===== src/rtl/cpu_player_if.sv =====
// Playfield-facing signal bundle of the computer opponent.
// master is the player side; slave is the playfield/switch side.
interface cpu_player_if;
  logic       enable;
  logic [8:0] difficulty;
  logic       game_over;
  logic       press;
  logic [7:0] press_count;
  logic [9:0] lfsr_q;

  modport master (
    input  enable,
    input  difficulty,
    input  game_over,
    output press,
    output press_count,
    output lfsr_q
  );

  modport slave (
    output enable,
    output difficulty,
    output game_over,
    input  press,
    input  press_count,
    input  lfsr_q
  );
endinterface


===== src/rtl/cpu_player.sv =====
// Computer opponent for tug-of-war: LFSR-vs-difficulty presses with a forced
// cooldown, halting for good once the playfield reports a winner.
module cpu_player #(
  parameter int unsigned COOLDOWN = 4
) (
  input logic          clk,
  input logic          reset,
  cpu_player_if.master bus
);

  localparam logic [2:0] StIdle  = 3'd0;
  localparam logic [2:0] StArmed = 3'd1;
  localparam logic [2:0] StPress = 3'd2;
  localparam logic [2:0] StCool  = 3'd3;
  localparam logic [2:0] StHalt  = 3'd4;

  localparam logic [7:0] CoolLoad = 8'(COOLDOWN - 1);

  logic [2:0] state_q, state_d;
  logic [7:0] cnt_q, cnt_d;
  logic [7:0] press_count_q, press_count_d;
  logic [9:0] lfsr_q, lfsr_d;
  logic       fire;

  // Unsigned compare on the pre-advance LFSR value; 0 never fires.
  assign fire = {1'b0, bus.difficulty} > lfsr_q;

  always_comb begin
    state_d = state_q;
    cnt_d   = cnt_q;
    if (bus.game_over) begin
      state_d = StHalt;
    end else begin
      unique case (state_q)
        StIdle: begin
          if (bus.enable) state_d = StArmed;
        end
        StArmed: begin
          if (!bus.enable) state_d = StIdle;
          else if (fire)   state_d = StPress;
        end
        StPress: begin
          state_d = StCool;
          cnt_d   = CoolLoad;
        end
        StCool: begin
          if (cnt_q != 8'd0) cnt_d = cnt_q - 8'd1;
          else               state_d = bus.enable ? StArmed : StIdle;
        end
        StHalt: state_d = StHalt;
        default: state_d = StIdle;
      endcase
    end
  end

  // PRESS always exits after one cycle, so any move into it is an entry.
  assign press_count_d = (state_d == StPress) ? press_count_q + 8'd1 : press_count_q;

  assign lfsr_d = (state_q == StHalt) ? lfsr_q : {lfsr_q[8:0], ~(lfsr_q[9] ^ lfsr_q[6])};

  always_ff @(posedge clk) begin
    if (!reset) begin
      state_q       <= StIdle;
      cnt_q         <= 8'd0;
      press_count_q <= 8'd0;
      lfsr_q        <= 10'd0;
    end else begin
      state_q       <= state_d;
      cnt_q         <= cnt_d;
      press_count_q <= press_count_d;
      lfsr_q        <= lfsr_d;
    end
  end

  assign bus.press       = (state_q == StPress);
  assign bus.press_count = press_count_q;
  assign bus.lfsr_q      = lfsr_q;

endmodule


===== src/flat_wrapper.sv =====
// flat-port wrapper written by rule: the top's interface ports become plain ports
module cpu_player_flat 
#(
  parameter int unsigned COOLDOWN = 4
)
  (clk, reset, bus_enable, bus_difficulty, bus_game_over, bus_press, bus_press_count, bus_lfsr_q);
  cpu_player_if bus_i ();
  input logic clk;
  input logic reset;
  input wire logic [$bits(bus_i.enable)-1:0] bus_enable;
  input wire logic [$bits(bus_i.difficulty)-1:0] bus_difficulty;
  input wire logic [$bits(bus_i.game_over)-1:0] bus_game_over;
  output wire logic [$bits(bus_i.press)-1:0] bus_press;
  output wire logic [$bits(bus_i.press_count)-1:0] bus_press_count;
  output wire logic [$bits(bus_i.lfsr_q)-1:0] bus_lfsr_q;
  assign bus_i.enable = bus_enable;
  assign bus_i.difficulty = bus_difficulty;
  assign bus_i.game_over = bus_game_over;
  assign bus_press = bus_i.press;
  assign bus_press_count = bus_i.press_count;
  assign bus_lfsr_q = bus_i.lfsr_q;
  cpu_player #(.COOLDOWN(COOLDOWN)) u_core (.clk(clk), .reset(reset), .bus(bus_i));
endmodule

===== config.mk =====
export PLATFORM = sky130hd
export DESIGN_NAME = cpu_player_flat
export DESIGN_NICKNAME = d
export VERILOG_FILES = /design/src/rtl/cpu_player_if.sv /design/src/rtl/cpu_player.sv /design/src/flat_wrapper.sv
export SDC_FILE = /design/constraint.sdc
export NUM_CORES = 1
export LEC_CHECK = 0
export ABC_AREA = 1
export CAP_MARGIN = 20
export CORE_AREA = 2 2 81 83
export CTS_CLUSTER_SIZE = 40
export DETAILED_ROUTE_END_ITERATION = 6
export DIE_AREA = 0 0 83 85
export GPL_TIMING_DRIVEN = 1
export PLACE_DENSITY = 0.49
export SLEW_MARGIN = 20
export SYNTH_ARGS = -nofsm -noshare
export SYNTH_HDL_FRONTEND = slang
export SYNTH_SLANG_ARGS = --single-unit

===== constraint.sdc =====
create_clock -name clk -period 2.22 [get_ports clk]
set_input_delay 0.333 -clock clk [delete_from_list [all_inputs] [get_ports clk]]
set_output_delay 0.333 -clock clk [all_outputs]
set_load 0.01 [all_outputs]

==> metrics.cfg <==
[synthesis]
synth-edff-count = 0
synth_area_leaders = sky130_fd_sc_hd__dfxtp_1 35%, sky130_fd_sc_hd__inv_1 8.7%, sky130_fd_sc_hd__ha_1 8.4%
synthesis.nets = 250
synth.distinct_cells = 30
synth_top_area_cell = sky130_fd_sc_hd__dfxtp_1
synth_top_cells_by_count = 38 x sky130_fd_sc_hd__inv_1, 34 x sky130_fd_sc_hd__nand2_1, 29 x sky130_fd_sc_hd__dfxtp_1
synth_top_area_share_pct = 35.4
yosys_warnings = 0
postSynth.topFlopCell = sky130_fd_sc_hd__dfxtp_1
netlist_instances = 226
post_synth.cell_area_avg_sq_um = 7.25
yosysMostFrequentCell = sky130_fd_sc_hd__inv_1
synthArstFlopShare_pct = 0
postSynthRegisterBits = 29
synth.cell_area_sq_um = 1640
synth_sequential_area_ratio_pct = 35.4

[pwr]
total_power_density_per_cell_area_nw_per_um2 = 653
leakage_nw = 0.909
peakVddDrop_mv = 0.500

[job]
drv_cap = 0

[routing]
vias = 1455
ant_nets = 0
post_drt_wl_per_cell_um = 10.6
drt_first_pass_iters = 4
vias_per_cell = 4.28
drcViolationCount = 0
totalWireLength_um = 3610
dr.first_iter.drc_count = 46

[clock_tree]
cts_resized = 0
worstSkewPairLatency_ns = 0.29
clock_tree.root_cell = sky130_fd_sc_hd__clkbuf_8
cts-buffers-inserted = 5
buffers_inserted_by_post_cts_timing_repair = 0
clock-sinks = 29
cts-root-to-sink-buffers = 2
ctsHtreeMaxLevel = 2
clock_tree_from_tritoncts = built
cts_hold_repair.buffers = 0
worst_setup_hold_path_clk_slew_ns = 0.07

[worst_setup_path]
critical_path.n_buffers_inverters = 2
crit_path_frequent_cell = sky130_fd_sc_hd__nor2_1
worstPathArrival_ns = 1.63
worstSetupStartpointType = register
cp.required_ns = 1.89
max_stage_delay_ns = 0.60
crit_path_max_fanout = 4
cp_cell_sequence = nor2_1 -> inv_1 -> nor2_1 -> clkdlybuf4s50_1
worst_path_dominant_cell_family = buffers and inverters
critical_path.endpoint_type = output pin
worst_path_max_delay_cell = sky130_fd_sc_hd__clkdlybuf4s50_1
criticalPathCategory = reg2out

[floorplan]
die_width_um = 83
start_util_pct = 26.4
height_of_the_die_um = 85
rows = 29
dieArea_sq_um = 7060
core_area_sq_um = 6200
io_pins = 32

[sta]
clock_skew_ns = 0.0114
finalMaxSlewViolations = 0
finalWorstPathRequiredPeriod_ns = 1.96
tightest_slew_margin_relative_to_the_limit_pct = 59.5
final_critical_path_share_of_the_clock_period_pct = 88.4
max_freq_ghz = 0.510
hold_violation_total_from_the_final_report = 0
finalSetupViolCount = 0
fin_ws_ns = 0.258
grt_setup_unrepaired = no
worstMarginPinSlew_ns = 0.607
post_route_setup_tns_ns = 0

[global_routing]
grt_start_max_net_pins = 22
grt_usage_pct = 10.9
groute.layer.met1.usage_pct = 13.9
gr-total-overflow = 0
grt_pass1_wl_um = 6250
grt_busiest_layer = met2
grt_util_met2_pct = 17.1
grt_antenna_before_repair = 0
grt_pass1_vias = 1399
grt_use_met3_pct = 3.31

[place]
port-buffer-count = 31
dp_hpwl_um = 2710
gpl.final_weighted_congestion = 0.759
preCtsSetupSlack_ns = 0.00445

[hold_path]
hold_path_class = reg2reg

[finish]
fillerInstances = 649
antenna_cells_inserted = 0
multi_input_area_sq_um = 890
design.final.nets = 286
drive_gt1_share_pct = 7.60
area.growth.synth_to_final_pct = 32.7
regArea_sq_um = 581

[outcome]
outcome = completed

[layer usage]
layer / part of all wire (%) / vias to the layer above
met3: 4.1 / 5
met5: 0 / -
met4: 1.3 / 0
met2: 43 / 24
li1: - / 799
met1: 51 / 627
[layout make-up]
type	count	area share, %
clock buffers	5	3.17
multi-input cells	154	40.9
repair buffers	32	14.6
clock inverters	3	2.99
flip-flops and latches	29	26.7
inverters	40	7.14
well taps	77	4.43
[power by group]
group,switching (mW),internal (mW),leakage [nW]
clock,0.225,0.446,0.0681
combinational,0.101,0.0906,0.604
sequential,0.0160,0.539,0.236
total,0.343,1.08,0.909
[cells by family after synthesis]
family / share of synthesized area (%)
buffers and inverters: 10.2
DFF: 35.4
and+or+nand+nor: 24.5
xor gates and xnor gates: 4.81
adders and majority gates: 8.40
AOI/OAI and AO/OA: 16.6
[flip-flops by register name, indices dropped and copies added, names as in the netlist]
name	cells
u_core.bus.lfsr_q	10
u_core.bus.press_count	8
u_core.cnt_q	8
u_core.state_q	3
[through the flow]
step	std cells	hold slack, ns	util [%]	instance area [sq um]	total power, mW
3_5_place_dp	332	0.460	32.9	2040	0.762
6_report	340	0.467	35.0	2170	1.42
5_1_grt	340	0.505	35.0	2170	1.48
3_3_place_gp	332	0.449	32.9	2040	0.761
4_1_cts	340	0.467	35.0	2170	1.44
2_1_floorplan	226	0.410	-	1640	0.678
[path summary, 6_finish.rpt]
check / startpoint / depth (start not counted) / slack [ns] / to
worst min register to register: u_core.cnt_q[0]$_SDFFE_PN0P_ / 1 / 0.47 / u_core.cnt_q[0]$_SDFFE_PN0P_
worst min-delay path: u_core.cnt_q[0]$_SDFFE_PN0P_ / 1 / 0.47 / u_core.cnt_q[0]$_SDFFE_PN0P_
worst max-delay path: u_core.state_q[0]$_SDFF_PN0_ / 4 / 0.26 / bus_press
worst max register to register: u_core.bus.lfsr_q[6]$_SDFFE_PN0P_ / 11 / 0.32 / u_core.bus.press_count[5]$_SDFFE_PN0N_
[worst register-to-register path: cells and delay by family, from the launching register on]
family	cells	cell delay [ns]
flip-flops	1	0.37
AO/OA/AOI/OAI	2	0.28
adder cells (fa/ha/maj)	1	0.28
buffers and inverters	1	0.09
AND/OR/NAND/NOR	7	0.75
[cell usage in the layout, fill, tap and decap left out]
cell type / netlist / final
sky130_fd_sc_hd__buf_4: 0 / 1
sky130_fd_sc_hd__nand3b_1: 1 / 1
sky130_fd_sc_hd__nor2_2: 3 / 3
sky130_fd_sc_hd__nor3_1: 2 / 2
sky130_fd_sc_hd__nand3_1: 15 / 15
sky130_fd_sc_hd__clkbuf_8: 0 / 5
sky130_fd_sc_hd__xor2_1: 8 / 8
sky130_fd_sc_hd__nand2_2: 2 / 2
sky130_fd_sc_hd__o21ai_0: 12 / 12
sky130_fd_sc_hd__o21bai_1: 7 / 7
sky130_fd_sc_hd__nand2_1: 34 / 34
sky130_fd_sc_hd__ha_1: 11 / 11
sky130_fd_sc_hd__a311oi_1: 1 / 1
sky130_fd_sc_hd__or2_1: 1 / 1
sky130_fd_sc_hd__nor4_1: 1 / 1
sky130_fd_sc_hd__inv_1: 38 / 38
sky130_fd_sc_hd__nor2_4: 1 / 1
sky130_fd_sc_hd__a21oi_1: 21 / 21
sky130_fd_sc_hd__bufinv_16: 0 / 2
sky130_fd_sc_hd__nand4_1: 1 / 1
sky130_fd_sc_hd__dfxtp_1: 29 / 29
sky130_fd_sc_hd__clkinv_4: 1 / 1
sky130_fd_sc_hd__clkinv_2: 0 / 1
sky130_fd_sc_hd__a21oi_4: 1 / 1
sky130_fd_sc_hd__a31oi_1: 2 / 2
sky130_fd_sc_hd__clkinv_1: 1 / 1
sky130_fd_sc_hd__nand2_4: 2 / 2
sky130_fd_sc_hd__xnor2_1: 1 / 1
sky130_fd_sc_hd__nor3b_1: 1 / 1
sky130_fd_sc_hd__a21boi_0: 1 / 1
sky130_fd_sc_hd__o21ai_2: 1 / 1
sky130_fd_sc_hd__nor2_1: 24 / 24
sky130_fd_sc_hd__clkdlybuf4s50_1: 0 / 31
(Power assumes the default switching activity.)
==> edit 1: new RTL, config.mk and constraints unchanged <==
Reset style: asynchronous (`reset`), changed in one clocked block.
--- a/src/rtl/cpu_player.sv
+++ b/src/rtl/cpu_player.sv
@@ -58,7 +58,7 @@
 
   assign lfsr_d = (state_q == StHalt) ? lfsr_q : {lfsr_q[8:0], ~(lfsr_q[9] ^ lfsr_q[6])};
 
-  always_ff @(posedge clk) begin
+  always_ff @(posedge clk or negedge reset) begin
     if (!reset) begin
       state_q       <= StIdle;
       cnt_q         <= 8'd0;
Formal check against the unedited RTL: differs if reset is asserted again (counterexample within 4 cycles, from zero or initial values and one cycle with reset low); with reset held inactive, the same outputs for 10 cycles.
==> edit 1 against the original RTL <==
- die area unchanged
- global-route usage grew 0.55 points
- clock skew decreased by 0.0087 ns
- combinational power shrank 17%
- setup slack improved by 0.12 ns
- non-clock buffer count increased by 3
- sequential cell count is the same
- final area is 5.6% higher
- clock power fell by 35%
- area after synthesis grew 9.5%
- synthesized cell count down 2.7%
- largest cell class unchanged
- routed wire length increased by 1.8%
- first-iteration DRC count increased by 52%
- power fell by 18%
==> edit 1: results (changes against the original RTL) <==
INFO  metric outcome = completed
INFO  metric timing.clock.skew = 0.00265 ns (-0.00874 ns)
INFO  metric compound_cell_area_share_of_the_yosys_netlist = 12.5% (-4.1 points)
INFO  metric synth-async-reset-ratio = 100% (+100 points)
INFO  metric post_cts.repair.setup_buffers = 0 (unchanged)
INFO  metric count_of_buffering_cells_on_the_critical_path_with_inverters_included = 2 (unchanged)
INFO  metric layout-drive-gt1-share = 12.4% (+4.8 points)
INFO  metric tightest_slew = 0.383 ns (-0.224 ns)
INFO  metric synth_area_leaders = dfrtp_1 (40%), nand2_1 (10%), ha_1 (7.7%)
INFO  metric ys_dominant_reg_cell = dfrtp_1
INFO  metric reg2reg_setup_slack = 0.42 ns (+0.10 ns)
INFO  metric vias = 1468 (+0.89%)
INFO  metric num-nets-final = 282 (-1.4%)
INFO  metric total_leakage_power = 0.00104 µW (+15%)
INFO  metric timing.critical_path.arrival = 1.51 ns (-0.12 ns)
INFO  metric synthesis.nets = 244 (-2.4%)
INFO  metric fin_worst_hold_slack = 0.448 ns (-0.0193 ns)
INFO  metric synth_adder_area_share = 7.68% (-0.73 points)
INFO  metric worst_hold_path_type = in2async
INFO  metric post_synth_xor_area_fraction = 4.88% (+0.072 points)
INFO  metric grt_use_total = 11.4% (+0.55 points)
INFO  metric first_iter_violations = 70 (+52%)
INFO  metric grt_max_degree = 30 (+36%)
INFO  metric synth.top_cells.by_count = nand2_1 (48), dfrtp_1 (29), inv_1 (29), nor2_1 (17), nand3_1 (15)
INFO  metric netlist-cell-type-count = 32 (+6.7%)
INFO  metric rr_startpoint = u_core.bus.lfsr_q[8]
INFO  metric post-route-drc-count = 0 (unchanged)
INFO  metric finalWirelength = 3670 µm (+1.8%)
INFO  metric critical_path.reg2reg.endpoint = u_core.bus.press_count[2]
INFO  metric highest_cell_delay_on_the_worst_timing_path = 0.55 ns (-0.05 ns)
INFO  metric grt_first_pass_wirelength = 6580 µm (+5.2%)
INFO  metric worst_reg2reg_path_length_in_cells = 12 (+1)
INFO  metric critical_path_peak_fanout = 3 (-1)
INFO  metric peakVddDrop = 255 µV (-49%)
INFO  metric place.detailed.hpwl = 2780 µm (+2.3%)
INFO  metric worst_skew_pair.late_latency = 0.27 ns (-0.02 ns)
INFO  metric ys_seq_area_share = 40.5% (+5.0 points)
INFO  metric gpl.final_weighted_congestion = 0.796 (+4.8%)
## edit 1: worst register-to-register path, stage by stage (launching register included)
cell	delay (ns)
dfrtp_1	0.37
inv_1	0.06
ha_1	0.32
inv_1	0.06
nor2_1	0.03
a21boi_0	0.20
nand3_1	0.14
nand2_1	0.08
nand2_1	0.08
nand2_4	0.14
inv_4	0.08
nand3_1	0.09
nand2_1	0.05
## edit 1: layout make-up
cell class,instances,area (µm²)
well taps,77,96.3
repair buffers,35,340
inverters,36,138
flip-flops and latches,29,726
fillers,648,3910
multi-input cells,151,910
clock buffers,7,86.3
## edit 1: logic make-up (layout without fill, tap and decap cells)
| logic type | after synthesis | after routing |
|---|---|---|
| xor+xnor | 10 | 10 |
| simple gates | 97 | 97 |
| buf+inv | 40 | 78 |
| compound gates | 33 | 33 |
| fa+ha+maj | 11 | 11 |
| flops | 29 | 29 |
## edit 1: metrics by stage
step	util [%]	cells	setup slack, ns	area [µm²]
6_report	37.0	335	0.376	2300
2_1_floorplan	-	220	0.557	1790
4_1_cts	37.0	335	0.346	2300
3_3_place_gp	35.6	328	0.0882	2210
3_5_place_dp	35.6	328	0.0944	2210
5_1_grt	37.0	335	0.170	2300
## edit 1: how the worst max path moves through the flow
stage,start,slack [ns],cells past startpoint,to
after detailed placement,bus_difficulty[8],0.09,12,u_core.bus.press_count[4]
after CTS,u_core.state_q[2],0.35,4,bus_press
after global routing,u_core.bus.lfsr_q[8],0.17,12,u_core.bus.press_count[0]
after floorplan,u_core.bus.lfsr_q[8],0.56,12,u_core.bus.press_count[3]
final,u_core.state_q[2],0.38,4,bus_press
after global placement,bus_difficulty[8],0.09,12,u_core.bus.press_count[2]
## edit 1: per-layer routing
layer,wire [µm],global-route usage (%)
met5,0,0
met4,31,3.13
met3,111,3.60
met2,1760,18.7
met1,1770,14.6
## edit 1: power by group
group          leakage, µW  internal, µW  total [µW]  switching [µW]
logic             0.000629          82.4         159            76.7
clock network    0.0000443           245         436             191
registers         0.000368           546         563            16.9
total              0.00104           874        1160             284
==> edit 2: new RTL, same settings <==
Without the edit above. Take the reset off `lfsr_q` and load it in a clocked block of its own.
--- a/src/rtl/cpu_player.sv
+++ b/src/rtl/cpu_player.sv
@@ -63,13 +63,15 @@
       state_q       <= StIdle;
       cnt_q         <= 8'd0;
       press_count_q <= 8'd0;
-      lfsr_q        <= 10'd0;
     end else begin
       state_q       <= state_d;
       cnt_q         <= cnt_d;
       press_count_q <= press_count_d;
-      lfsr_q        <= lfsr_d;
     end
+  end
+
+  always_ff @(posedge clk) begin
+    lfsr_q <= lfsr_d;
   end
 
   assign bus.press       = (state_q == StPress);
Function: changed (Yosys sat finds a counterexample within 4 cycles, from zero or initial values and one cycle with reset low).
==> edit 2 against the original RTL <==
- core utilization is 0.69 points higher
- setup slack lost 0.031 ns
- sequential power rose by 13%
- final area rose by 2.0%
- global-route usage is 0.36 points lower
- critical path type is now in2reg
- highest routed layer unchanged
- clock skew fell by 0.0052 ns
- die area did not move
- power shrank 7.3%
- combinational power increased by 24%
- cell count is 6.8% lower
- area after synthesis is 2.3% higher
- sequential cell count is the same
- routed wire length decreased by 4.8%
==> edit 2: results (changes against the original RTL) <==
INFO  metric synth_enable_flop_cells = 10 (+10)
INFO  metric peakVddDrop = 238 µV (-52%)
INFO  metric post_cts_resized = 0 (unchanged)
INFO  metric grt_pass1_vias = 1345 (-3.9%)
INFO  metric worstHoldEndpoint = u_core.cnt_q[0]
INFO  metric highest_cell_delay_on_the_worst_timing_path = 0.41 ns (-0.19 ns)
INFO  metric num-nets-final = 263 (-8.0%)
INFO  metric worst_reg2reg_path_length_in_cells = 11 (unchanged)
INFO  metric compound_cell_area_share_of_the_yosys_netlist = 10.0% (-6.6 points)
INFO  metric worst_hold_path_type = reg2reg
INFO  metric synth.top_cells.by_count = nand2_1 (40), inv_1 (28), dfxtp_1 (19), a21oi_1 (13), nor2_1 (12)
INFO  metric drt-pass1-iter-count = 4 (unchanged)
INFO  metric top_register = u_core.bus.lfsr_q
INFO  metric h_tree_levels = 2 (unchanged)
INFO  metric grt_first_pass_wirelength = 6000 µm (-4.0%)
INFO  metric synthesis.nets = 221 (-12%)
INFO  metric cpLargestDelayFamily = simple AND/OR/NAND/NOR gates
INFO  metric netlist-cell-type-count = 31 (+3.3%)
INFO  metric cts_max_path_buffers = 2 (unchanged)
INFO  metric place.detailed.hpwl = 2630 µm (-3.0%)
INFO  metric gpl.final_weighted_congestion = 0.751 (-1.0%)
INFO  metric place_area = 2120 µm² (+4.2%)
INFO  metric total_leakage_power = 0.000957 µW (+5.3%)
INFO  metric netSwitchingPower = 351 µW (+2.4%)
INFO  metric grt_max_degree = 12 (-45%)
INFO  metric rr_startpoint = u_core.bus.lfsr_q[6]
INFO  metric clock_tree.root_cell = clkbuf_8
INFO  metric yosys-mux-area-fraction = 0% (unchanged)
INFO  metric post_synth_xor_area_fraction = 4.18% (-0.63 points)
INFO  metric numCtsBuffers = 5 (unchanged)
INFO  metric timing.critical_path.arrival = 2.15 ns (+0.52 ns)
INFO  metric timing.clock.skew = 0.00622 ns (-0.00518 ns)
INFO  metric first_iter_violations = 39 (-15%)
INFO  metric n_antenna_cell = 0 (unchanged)
INFO  metric reg2reg_setup_slack = 0.24 ns (-0.08 ns)
INFO  metric grt_antenna_before_repair = 0 (unchanged)
INFO  metric finalWirelength = 3440 µm (-4.8%)
INFO  metric vias = 1371 (-5.8%)
INFO  metric clock_power_share = 34.2% (-13 points)
INFO  metric clock_input_transition_at_the_sequential_cells_of_the_worst_setup_and_hold_paths = 0.07 ns (about the same)
INFO  metric synth_area_leaders = dfxtp_1 (23%), edfxtp_1 (18%), nand2_1 (9.0%)
INFO  metric synth-async-reset-ratio = 0% (unchanged)
INFO  metric tightest_slew = 0.565 ns (-0.0422 ns)
INFO  metric p_seq = 627 µW (+13%)
INFO  metric largest_reg_flops = 10 (unchanged)
INFO  metric critical_path_peak_fanout = 9 (+5)
INFO  metric layout-drive-gt1-share = 12.9% (+5.3 points)
INFO  metric synth_adder_area_share = 8.22% (-0.19 points)
INFO  metric critical_path.reg2reg.endpoint = u_core.bus.press_count[3]
INFO  metric outcome = completed
INFO  metric ys_seq_area_share = 40.6% (+5.2 points)
INFO  metric grt_use_total = 10.5% (-0.36 points)
-- edit 2: changes by cell type in the layout (fill, tap and decap cells not counted), sizes merged, moves of 2 or more --
cell,delta
nand4,+8
inv,-6
buf,+3
o21bai,-7
xor2,-2
nor2,-7
bufinv,-2
edfxtp,+10
nor3,+2
o21ai,-6
a21oi,-7
nand2,+3
nand3,-5
dfxtp,-10
-- edit 2: per-layer routing --
metal	routed length [µm]	up-vias	GRT usage (%)
met5	0	-	0
met4	66	0	4.47
met3	130	6	3.11
met2	1540	24	16.7
met1	1700	610	13.3
li1	-	731	-
-- edit 2: metrics by stage --
step	total power, µW	setup WS, ns	utilization [%]	cells	hold WS [ns]
after floorplan	758	0.438	-	197	0.412
after global placement	882	-0.0373	34.2	309	0.449
after detailed placement	882	-0.0742	34.2	309	0.453
after CTS	1340	0.206	35.7	317	0.462
after global routing	1400	0.0228	35.7	317	0.484
final	1320	0.227	35.7	317	0.464
-- edit 2: how the worst max path moves through the flow --
| stage | endpoint | startpoint |
|---|---|---|
| after floorplan | u_core.bus.press_count[5] | u_core.bus.lfsr_q[6] |
| after global placement | u_core.bus.press_count[1] | bus_difficulty[7] |
| after detailed placement | u_core.bus.press_count[3] | bus_difficulty[5] |
| after CTS | u_core.bus.press_count[3] | u_core.bus.lfsr_q[6] |
| after global routing | u_core.bus.press_count[3] | u_core.bus.lfsr_q[6] |
| final | u_core.bus.press_count[3] | bus_difficulty[7] |
-- edit 2: cell type report --
| type | count | area [µm²] |
|---|---|---|
| multi-input combinational | 134 | 867 |
| timing repair buffer | 35 | 353 |
| fill | 658 | 3990 |
| clock inverter | 2 | 8.76 |
| clock buffer | 6 | 82.6 |
| inverter | 34 | 128 |
| tap | 77 | 96.3 |
| sequential | 29 | 681 |
